--- src/rtl/adc_spi_reader.sv ---
// adc_spi_reader: periodic SPI master for a 12-bit AD7476-class ADC (16 SCLK frame, MSB first).
// Optional ADC_AVG4_EN: report the truncated mean of every 4 frames instead of each frame.
module adc_spi_reader #(
  parameter int CLK_DIV       = 4,
  parameter int SAMPLE_PERIOD = 1000,
  parameter int QUIET_CYCLES  = 10
) (
  input  logic        clk,
  input  logic        rst_n,
  input  logic        enable,
  input  logic        adc_sdata,
  output logic        adc_cs_n,
  output logic        adc_sclk,
  output logic [11:0] sample,
  output logic        adc_complete,
  output logic        busy
);
  localparam int DATA_W     = 12;
  localparam int HALF_EDGES = 32;
  localparam int PER_W      = $clog2(SAMPLE_PERIOD + 1);
  localparam int CNT_MAX    = (CLK_DIV > QUIET_CYCLES) ? CLK_DIV : QUIET_CYCLES;
  localparam int DIV_W      = $clog2(CNT_MAX) + 1;

  typedef enum logic [1:0] {IDLE, CONVERT, QUIET} state_t;

  state_t              state_q, state_d;
  logic [PER_W-1:0]    period_q, period_d;
  logic [DIV_W-1:0]    div_q, div_d;
  logic [5:0]          edge_q, edge_d;
  logic [DATA_W-1:0]   shift_q, shift_d;
  logic                cs_n_q, cs_n_d;
  logic                sclk_q, sclk_d;
  logic [DATA_W-1:0]   sample_q, sample_d;
  logic                complete_q, complete_d;

  logic trigger, frame_done, quiet_done;

`ifdef ADC_AVG4_EN
  localparam int ACC_W = DATA_W + 2;
  logic [ACC_W-1:0] acc_q, acc_d;
  logic [1:0]       fcnt_q, fcnt_d;
  logic [ACC_W-1:0] frame_sum;

  function automatic logic [DATA_W-1:0] avg4_trunc(input logic [ACC_W-1:0] sum);
    return sum[ACC_W-1:2];
  endfunction
`endif

  assign trigger    = enable && (period_q == '0);
  assign frame_done = (state_q == CONVERT) && (edge_q == 6'(HALF_EDGES));
  assign quiet_done = (state_q == QUIET) && (div_q == DIV_W'(QUIET_CYCLES - 1));

  always_ff @(posedge clk or negedge rst_n) begin
    if (!rst_n) begin
      state_q    <= IDLE;
      period_q   <= '0;
      div_q      <= '0;
      edge_q     <= '0;
      shift_q    <= '0;
      cs_n_q     <= 1'b1;
      sclk_q     <= 1'b1;
      sample_q   <= '0;
      complete_q <= 1'b0;
`ifdef ADC_AVG4_EN
      acc_q      <= '0;
      fcnt_q     <= '0;
`endif
    end else begin
      state_q    <= state_d;
      period_q   <= period_d;
      div_q      <= div_d;
      edge_q     <= edge_d;
      shift_q    <= shift_d;
      cs_n_q     <= cs_n_d;
      sclk_q     <= sclk_d;
      sample_q   <= sample_d;
      complete_q <= complete_d;
`ifdef ADC_AVG4_EN
      acc_q      <= acc_d;
      fcnt_q     <= fcnt_d;
`endif
    end
  end

  // Triggers arriving outside IDLE are simply ignored.
  always_comb begin
    state_d = state_q;
    case (state_q)
      IDLE:    if (trigger)    state_d = CONVERT;
      CONVERT: if (frame_done) state_d = QUIET;
      QUIET:   if (quiet_done) state_d = IDLE;
      default:                 state_d = IDLE;
    endcase
  end

  always_comb begin
    period_d   = '0;
    div_d      = div_q;
    edge_d     = edge_q;
    shift_d    = shift_q;
    cs_n_d     = cs_n_q;
    sclk_d     = sclk_q;
    sample_d   = sample_q;
    complete_d = 1'b0;
    if (enable)
      period_d = (period_q == PER_W'(SAMPLE_PERIOD - 1)) ? '0 : period_q + PER_W'(1);
`ifdef ADC_AVG4_EN
    acc_d     = acc_q;
    fcnt_d    = fcnt_q;
    frame_sum = acc_q + ACC_W'(shift_q);
`endif

    case (state_q)
      IDLE: begin
        div_d  = '0;
        edge_d = '0;
        if (trigger) cs_n_d = 1'b0;
      end
      CONVERT: begin
        if (frame_done) begin
          cs_n_d = 1'b1;
          sclk_d = 1'b1;
          div_d  = '0;
`ifndef ADC_AVG4_EN
          sample_d   = shift_q;
          complete_d = 1'b1;
`endif
        end else if (div_q == DIV_W'(CLK_DIV - 1)) begin
          div_d  = '0;
          edge_d = edge_q + 6'd1;
          sclk_d = ~sclk_q;
          // Only 12 bits are kept: the 4 leading zeros fall off the top.
          if (!sclk_q) shift_d = {shift_q[DATA_W-2:0], adc_sdata};
        end else begin
          div_d = div_q + DIV_W'(1);
        end
      end
      QUIET: div_d = quiet_done ? '0 : div_q + DIV_W'(1);
      default: div_d = '0;
    endcase

`ifdef ADC_AVG4_EN
    if (!enable) begin
      acc_d  = '0;
      fcnt_d = '0;
    end else if (frame_done) begin
      if (fcnt_q == 2'd3) begin
        sample_d   = avg4_trunc(frame_sum);
        complete_d = 1'b1;
        acc_d      = '0;
        fcnt_d     = '0;
      end else begin
        acc_d  = frame_sum;
        fcnt_d = fcnt_q + 2'd1;
      end
    end
`endif
  end

  assign adc_cs_n     = cs_n_q;
  assign adc_sclk     = sclk_q;
  assign sample       = sample_q;
  assign adc_complete = complete_q;
  assign busy         = (state_q != IDLE);

endmodule
--- config.mk ---
export PLATFORM = sky130hd
export DESIGN_NAME = adc_spi_reader
export DESIGN_NICKNAME = d
export VERILOG_FILES = /design/src/rtl/adc_spi_reader.sv
export SDC_FILE = /design/constraint.sdc
export NUM_CORES = 1
export LEC_CHECK = 0
export BUFFER_PORTS_ARGS = -buffer_cell sky130_fd_sc_hd__buf_2
export CORE_UTILIZATION = 45
export CTS_CLUSTER_DIAMETER = 80
export DETAILED_ROUTE_END_ITERATION = 8
export MAX_ROUTING_LAYER = met4
export SLEW_MARGIN = 0
export SYNTH_ARGS = -nofsm -noshare
export SYNTH_HDL_FRONTEND = slang
export SYNTH_SLANG_ARGS = --single-unit
--- constraint.sdc ---
create_clock -name clk -period 5.3 [get_ports clk]
set_input_delay 1.06 -clock clk [delete_from_list [all_inputs] [get_ports clk]]
set_output_delay 1.06 -clock clk [all_outputs]
set_load 0.05 [all_outputs]
---- Word-level counts from Yosys, hierarchy flattened ----
Index checks and enable logic that the tools add are counted.
operators by class
  multiplexer cells ....................... 20
  bitwise gates (word level) .............. 2
  equality and inequality tests ........... 11
  add/sub/neg operators ................... 3
  reduce and logical (&&, ||, !) cells .... 14
operator list
  kind                   number
  $mux 10                2
  $mux 5                 3
  $mux 6                 2
  $pmux 6 s2             1
  $add 10x1->10 const B  1
  $eq 10x10->1 const B   1
  $logic_not 10->1       1
  $pmux 5 s2             1
  $reduce_and 3->1       3
  $ne 2x2->1 const B     4
  $add 6x1->6 const B    1
  $eq 6x6->1 const B     1
  $mux 1                 6
  $mux 2                 3
  $pmux 2 s3             1
  $reduce_bool 2->1      3
  $add 5x1->5 const B    1
  $eq 5x2->1 const B     1
  $eq 5x4->1 const B     1
  $reduce_and 2->1       2
  $reduce_and 4->1       1
  $logic_and 1x1->1      3
  $eq 2x1->1 const B     1
  $eq 2x2->1 const B     1
  4 further kinds        5
word-level totals
  output and inout bits ................... 16
  input bits .............................. 4
  word-level logic and storage cells ...... 59
  register bits ........................... 50

---- Logic depth before layout (Yosys ltp) ----
Gate-level depths: netlist of the first run.
  depth after elaboration ................. 4
  gate-level depth with buffers ........... 7
  mapped depth without buffers ............ 6

---- Least setup slack after synthesis of the first run ----
Ideal clock, no wire load.
  kind .................................... register to output
  from .................................... register state_q[0]
  to ...................................... output busy
  path buffers ............................ 0
  data required time ...................... 4.240 ns
  stages on the path, launching flop included .. 4
  slack ................................... 3.237 ns
  arrival time ............................ 1.003 ns
  path through ............................ dfrtp_1 -> inv_1 -> ha_1 -> inv_1
on the way
  longest elaborated chain between the ends .. 1
ends and longest elaborated chain
  element                   RTL line  source
  start: declaration        26        state_t state_q, state_d;
  start signal: assignment  69        state_q <= state_d;
  $reduce_bool 2->1         164       assign busy = (state_q != IDLE);
  end: declaration          16        output logic busy
No other way between the ends.

---- Worst setup path after layout of the first run ----
Same ends and word-level chain as after synthesis.

==> results of run 1 <==
[state kept, by name (all words and copies together), names as in the netlist, 2 cells and up]
register,cells
sample,12
shift_q,12
period_q,10
edge_q,6
div_q,5
state_q,2
[area by class of cell]
class	instances	area, um^2	share of cell area [%]
clock inverter	2	13.8	0.536
sequential	50	1250	48.8
multi-input combinational	129	1010	39.1
timing repair buffer	19	95.1	3.70
inverter	12	45.0	1.75
tap	67	83.8	3.26
clock buffer	6	72.6	2.82
[worst paths after layout]
path / from / to / slack (ps) / cells past startpoint
max: state_q[0]$_DFFE_PN0P_ / busy / 2770 / 4
min: period_q[0]$_DFF_PN0_ / period_q[0]$_DFF_PN0_ / 500 / 1
max reg2reg: edge_q[0]$_DFFE_PN0P_ / shift_q[0]$_DFFE_PN0P_ / 2980 / 6
min reg2reg: period_q[0]$_DFF_PN0_ / period_q[0]$_DFF_PN0_ / 500 / 1
max in group asynchronous: rst_n / period_q[6]$_DFF_PN0_ / 3670 / 1
min in group asynchronous: rst_n / adc_complete$_DFF_PN0_ / 950 / 1
[report_power, final]
group | leakage [uW] | switching, uW | internal [uW]
clock | 0.0000452 | 127 | 93.4
combinational | 0.000539 | 94.3 | 37.7
sequential | 0.000685 | 12.8 | 396
total | 0.00127 | 234 | 527
[cell usage in the layout, fill, tap and decap left out, types with 2 or more instances in the layout]
cell	instances
dfstp_2	2
ha_1	9
o41ai_1	2
buf_2	19
xnor2_1	7
and2_1	3
nand2_1	11
nand4_1	3
nor4_1	2
nor2_1	16
and3_1	2
o21ai_0	8
a31oi_1	2
o31ai_1	2
nor3_1	3
xor2_1	5
a21oi_1	5
mux2_2	14
nand3_1	7
nor2b_1	2
dfrtp_1	48
inv_1	11
o22ai_1	3
clkbuf_8	5
mux2_4	10
[layer usage]
metal  vias to the layer above  global-route usage, %
li1                        720                      -
met1                       746                   21.7
met2                        28                   28.6
met3                         7                   3.66
met4                         0                   7.69
met5                         -                      -
[critical path: stages, from the launching register on]
cell and delay (ps):
dfrtp_1 390, inv_1 70, ha_1 280, inv_1 150
buf_2 280
[through the flow]
stage	hold WS (ps)	worst slack [ps]	utilization, %	instances	power, uW
final	498	2770	53.0	285	761
after global routing	521	2720	53.0	285	795
after CTS	503	2760	53.0	285	771
after detailed placement	488	2970	51.2	277	549
after global placement	467	3110	51.2	277	540
after floorplan	454	3240	-	195	508
[logic make-up after synthesis]
family          after synthesis  share of synthesized area [%]
fa+ha+maj                     9                           4.82
mux                          25                           13.6
compound gates               29                           7.88
buf+inv                      16                           3.21
flops                        50                           53.7
simple gates                 54                           12.3
xor+xnor                     12                           4.50
==> summary.txt, run 1 <==
Routing
  • Wire length on met1: 1.99 mm
  • WL met2: just under 2 mm
  • Routed vias: 1,501
  • Vias per inst: 5.27
  • Initial drt markers: approximately 110
  • Total Wirelength: 4.12 mm
  • Residual DRC: 0
  • Drt pass-1 iters: 4
  • Wirelength per Cell: between 10 and 15 um
  • DR top layer: met4
  • Detail Route Antenna Nets: 0
  • Met3 WL: 132 um

CTS
  • Worst-path clk slew: 90 ps
  • CTS resizes: 0
  • Clock buffer depth: 2
  • CTS Buf Count: 5
  • H-tree levels: 2
  • Hold buffers post-CTS: 0
  • Clock root buffer: clkbuf_8
  • Clock sinks: 50
  • Clk Latency, worst-skew pair: 300 ps
  • CTS tree: done
  • Setup bufs post-CTS: 0

Placement
  • Routability Congestion: between 0.8 and 0.9
  • Dpl hpwl: 2.86 mm
  • Port Buf Inserts: 19
  • Post-Place Cell Area: 0.00248 mm^2

Synth
  • Top cell type's share of synthesized area: 51.4%
  • Warnings from Yosys: 0
  • Main synth FF type: dfrtp_1
  • Top cells by area, synth: dfrtp_1 51%, mux2_2 6.8%, mux2_4 6.4%
  • Syn Inst Count: 195
  • Seq cells post-synth: 50
  • Synth async-reset ratio: 100%
  • Post-synth EDFFs: 0
  • Cell taking the most area after synthesis: dfrtp_1
  • Mean Syn Cell Area: 12.0 um^2
  • Most common cell in the netlist: dfrtp_1
  • Post-synth top cells: 48 x dfrtp_1, 16 x nor2_1, 14 x mux2_2
  • Syn Nets: approximately 210
  • Post-synth design cell area: 0.00233 mm^2
  • Distinct cells, synth: 40
  • Register area share after synthesis: 53.7%

STA
  • Slew @ Worst Pin: 1090 ps
  • Setup Skew: slightly above 10 ps
  • RSZ-0062 raised after global routing: no
  • Final period util: 47.8%
  • Endpoints failing hold: 0
  • Final min period: around 2500 ps
  • Slew Viols, Final: 0
  • Final setup viols: 0
  • FMAX: 0.395 GHz
  • Worst slew margin: 27.3%
  • Setup TNS: 0 ps

Floorplan
  • Chip height: around 74 um
  • Die W: 74.0 um
  • Initial Utilization: 48.2%
  • Row count: 25
  • Die area: approximately 0.0055 mm^2
  • Ports: 20
  • Core area: about 0.0048 mm^2

Cells and area
  • Synth-to-Final Area Change: 10.1%
  • Layout cells sized above 1: 24.8%
  • NumNets Final: 230
  • Finished Cell Area: 0.00257 mm^2
  • FILL cells: 421
  • N_diodes: 0

Job
  • Max_cap viols: 0

Global routing
  • Vias in the first global route: 1,525
  • Largest net degree at the start of global routing: 51
  • First-pass GRT wire length: roughly 7 mm
  • Antenna violations before repair: 0
  • Grt ovf: 0
  • Tot GR Track Use: 17.8%

Run status
  • Status: finished, final reports clean

Critical path
  • Crit path launch type: register
  • WP data arrival: 1470 ps
  • Worst Path Max Fanout: 6
  • WS Path Type: reg -> out
  • Worst Setup End Kind: primary output
  • WP data required: between 4000 and 5000 ps

Power and ir drop
  • Worst vdd ir: 0.134 mV
  • Pwr/cell area: 296 mW/mm^2
  • Leakage power: between 0.001 and 0.0015 uW

Hold path
  • Class of the worst hold path: reg -> reg
Power figures use the tool's default switching activity.
==> inputs of run 2 (changes only) <==
Settings changed: PLACE_DENSITY from default to 0.65.
Clock period 5.3 ns to 2.14 ns, I/O delays scaled along.
==> run 2 against run 1 <==
Non-clock buffer count increased by 7; critical path depth increased by 2; register-to-register slack got worse by 2800 ps; combinational power increased to 2.7 times the previous value; final area increased by 2.9%; worst setup slack got worse by 2600 ps; via count decreased by 2.1%; cell count increased by 2.5%; count of clock-buffer cells in the layout increased by 1; critical endpoint is now shift_q[0]$_DFFE_PN0P_.
==> summary.txt, run 2 (synthesis gave the netlist of run 1 again) <==
Run status
  • Status: finished, final reports clean

Critical path
  • WP data arrival: 2130 ps (+660 ps)
  • Worst path slowest cell: dfrtp_1
  • Worst-path cell chain: inv_1 -> ha_1 -> nand2_1 -> o41ai_1 -> or3b_4 -> mux2_2
  • Crit path launch type: register
  • CP peak stage delay: 410 ps (+20 ps)
  • WS Path Type: reg -> reg
  • Reg2reg setup slack: 190 ps (-2790 ps)
  • Worst Setup End Kind: register
  • Worst Path Max Fanout: 12 (+6)
  • Critical path buffer and inverter count: 1 (-2)
  • CP delay by family, top: simple AND/OR/NAND/NOR gates
  • WP data required: 2320 ps (-1920 ps)

Power and ir drop
  • Clock share of power: 29.5% (+0.6 points)
  • Pwr/cell area: 732 mW/mm^2 (+150%)
  • Worst vdd ir: 0.469 mV (+250%)
  • Leakage power: 0.00131 uW (+3.3%)
  • Comb pwr share: 18.2% (+0.9 points)
  • Sequential power share: 52.3% (-1.4 points)
  • Switch Pwr: 570 uW (+140%)
  • Power consumption: 1940 uW (+150%)
  • Switch share: 29.5% (-1.3 points)
  • Cell Int Power: 1370 uW (+160%)

CTS
  • Clock buffer depth: 2 (unchanged)
  • Clk Latency, worst-skew pair: 290 ps (about the same)
  • Clock sinks: 50 (unchanged)
  • CTS resizes: 0 (unchanged)
  • H-tree levels: 2 (unchanged)
  • CTS Buf Count: 5 (unchanged)
  • Clock root buffer: clkbuf_8
  • Hold buffers post-CTS: 0 (unchanged)
  • Setup bufs post-CTS: 0 (unchanged)
  • CTS tree: done
  • Worst-path clk slew: 90 ps (about the same)

Placement
  • Port Buf Inserts: 19 (unchanged)
  • Routability Congestion: 0.840 (+3.4%)
  • Dpl hpwl: 2.96 mm (+3.2%)

Global routing
  • First-pass GRT wire length: 6.75 mm (-4.9%)
  • Grt ovf: 0 (unchanged)
  • Vias in the first global route: 1,425 (-6.6%)
  • Largest net degree at the start of global routing: 31 (-39%)
  • Tot GR Track Use: 16.9% (-0.85 points)
  • Antenna violations before repair: 0 (unchanged)

STA
  • FMAX: between 0.5 and 0.6 GHz
  • Final period util: around 90%
  • RSZ-0062 raised after global routing: no
  • Final min period: between 1500 and 2000 ps
  • Setup TNS: 0 ps (unchanged)
  • Worst slew margin: 61.0% (+34 points)
  • Slew @ Worst Pin: 581 ps (-510 ps)
  • Setup Skew: 6.16 ps (-4.15 ps)
  • Slew Viols, Final: 0 (unchanged)
  • Endpoints failing hold: 0 (unchanged)
  • Final setup viols: 0 (unchanged)

Hold path
  • Class of the worst hold path: in -> async

Cells and area
  • Commonest non-fill, non-tap cells in the layout: 48 x dfrtp_1, 19 x buf_2, 16 x nor2_1
  • N_diodes: 0 (unchanged)
  • NumNets Final: 237 (+3.0%)
  • Layout cells sized above 1: 27.1% (+2.3 points)
  • FILL cells: 412 (-2.1%)
  • Most common cell after layout, fill and taps aside: dfrtp_1
  • Synth-to-Final Area Change: 13.2%

Floorplan
  • Core area: 0.00485 mm^2 (unchanged)
  • Row count: 25 (unchanged)
  • Die W: 74.0 um (unchanged)
  • Initial Utilization: 48.2% (unchanged)
  • Chip height: 74.0 um (unchanged)
  • Ports: 20 (unchanged)
  • Die area: 0.00548 mm^2 (unchanged)

Job
  • Max_cap viols: 0 (unchanged)

Routing
  • Routed vias: 1,470 (-2.1%)
  • Drt pass-1 iters: 4 (unchanged)
  • Total Wirelength: 4.07 mm (-1.1%)
  • Residual DRC: 0 (unchanged)
  • Wirelength per Cell: 13.9 um (-3.5%)
  • Initial drt markers: 78 (-27%)
  • Vias per inst: 5.03 (-4.4%)
  • Detail Route Antenna Nets: 0 (unchanged)
-- run 2: changes by cell type in the layout (fill, tap and decap cells not counted) --
cell	before	now
buf_12	0	1
buf_4	0	6
clkbuf_8	5	6
clkinv_2	1	0
clkinv_4	1	0
inv_6	0	1
-- run 2: power groups by stage --
stage / logic (uW) / registers (uW) / clock network, uW
2_1_floorplan: 217 / 1040 / 0
3_3_place_gp: 350 / 1030 / 0
3_5_place_dp: 353 / 1030 / 0
4_1_cts: 354 / 1010 / 591
5_1_grt: 389 / 1020 / 626
6_report: 351 / 1010 / 571
-- run 2: final timing paths --
| kind | from | endpoint | depth (start not counted) |
|---|---|---|---|
| setup / recovery | edge_q[0]$_DFFE_PN0P_ | shift_q[0]$_DFFE_PN0P_ | 6 |
| hold / removal | rst_n | shift_q[6]$_DFFE_PN0P_ | 1 |
| setup reg to reg | edge_q[0]$_DFFE_PN0P_ | shift_q[0]$_DFFE_PN0P_ | 6 |
| hold reg to reg | period_q[0]$_DFF_PN0_ | period_q[0]$_DFF_PN0_ | 1 |
| max in group asynchronous | rst_n | adc_cs_n$_DFFE_PN1P_ | 2 |
| min in group clk | adc_sdata | shift_q[0]$_DFFE_PN0P_ | 2 |
-- run 2: routing by layer --
metal  track usage [%]  up-vias  share of wire, %
li1                  -      742                 -
met1              22.6      704                50
met2              25.9       22                47
met3              3.25        2               2.2
met4              5.77        0              0.71
met5                 -        -                 0
-- run 2: final cells by class --
type	count	area (um^2)	share of cell area [%]
timing repair buffer	26	160	6.06
tap	67	83.8	3.17
clock inverter	1	8.76	0.331
inverter	12	45.0	1.70
multi-input combinational	129	1010	38.0
clock buffer	7	86.3	3.27
sequential	50	1250	47.4
-- run 2: metrics by stage --
step	utilization [%]	area [um^2]	hold WS, ps	cells	worst slack, ps
detailed placement	52.6	2550	412	284	180
finish	54.5	2640	84.4	292	191
global placement	52.6	2550	410	284	278
global route	54.5	2640	106	292	89.4
floorplan	-	2330	132	195	136
CTS	54.5	2640	88.7	292	178
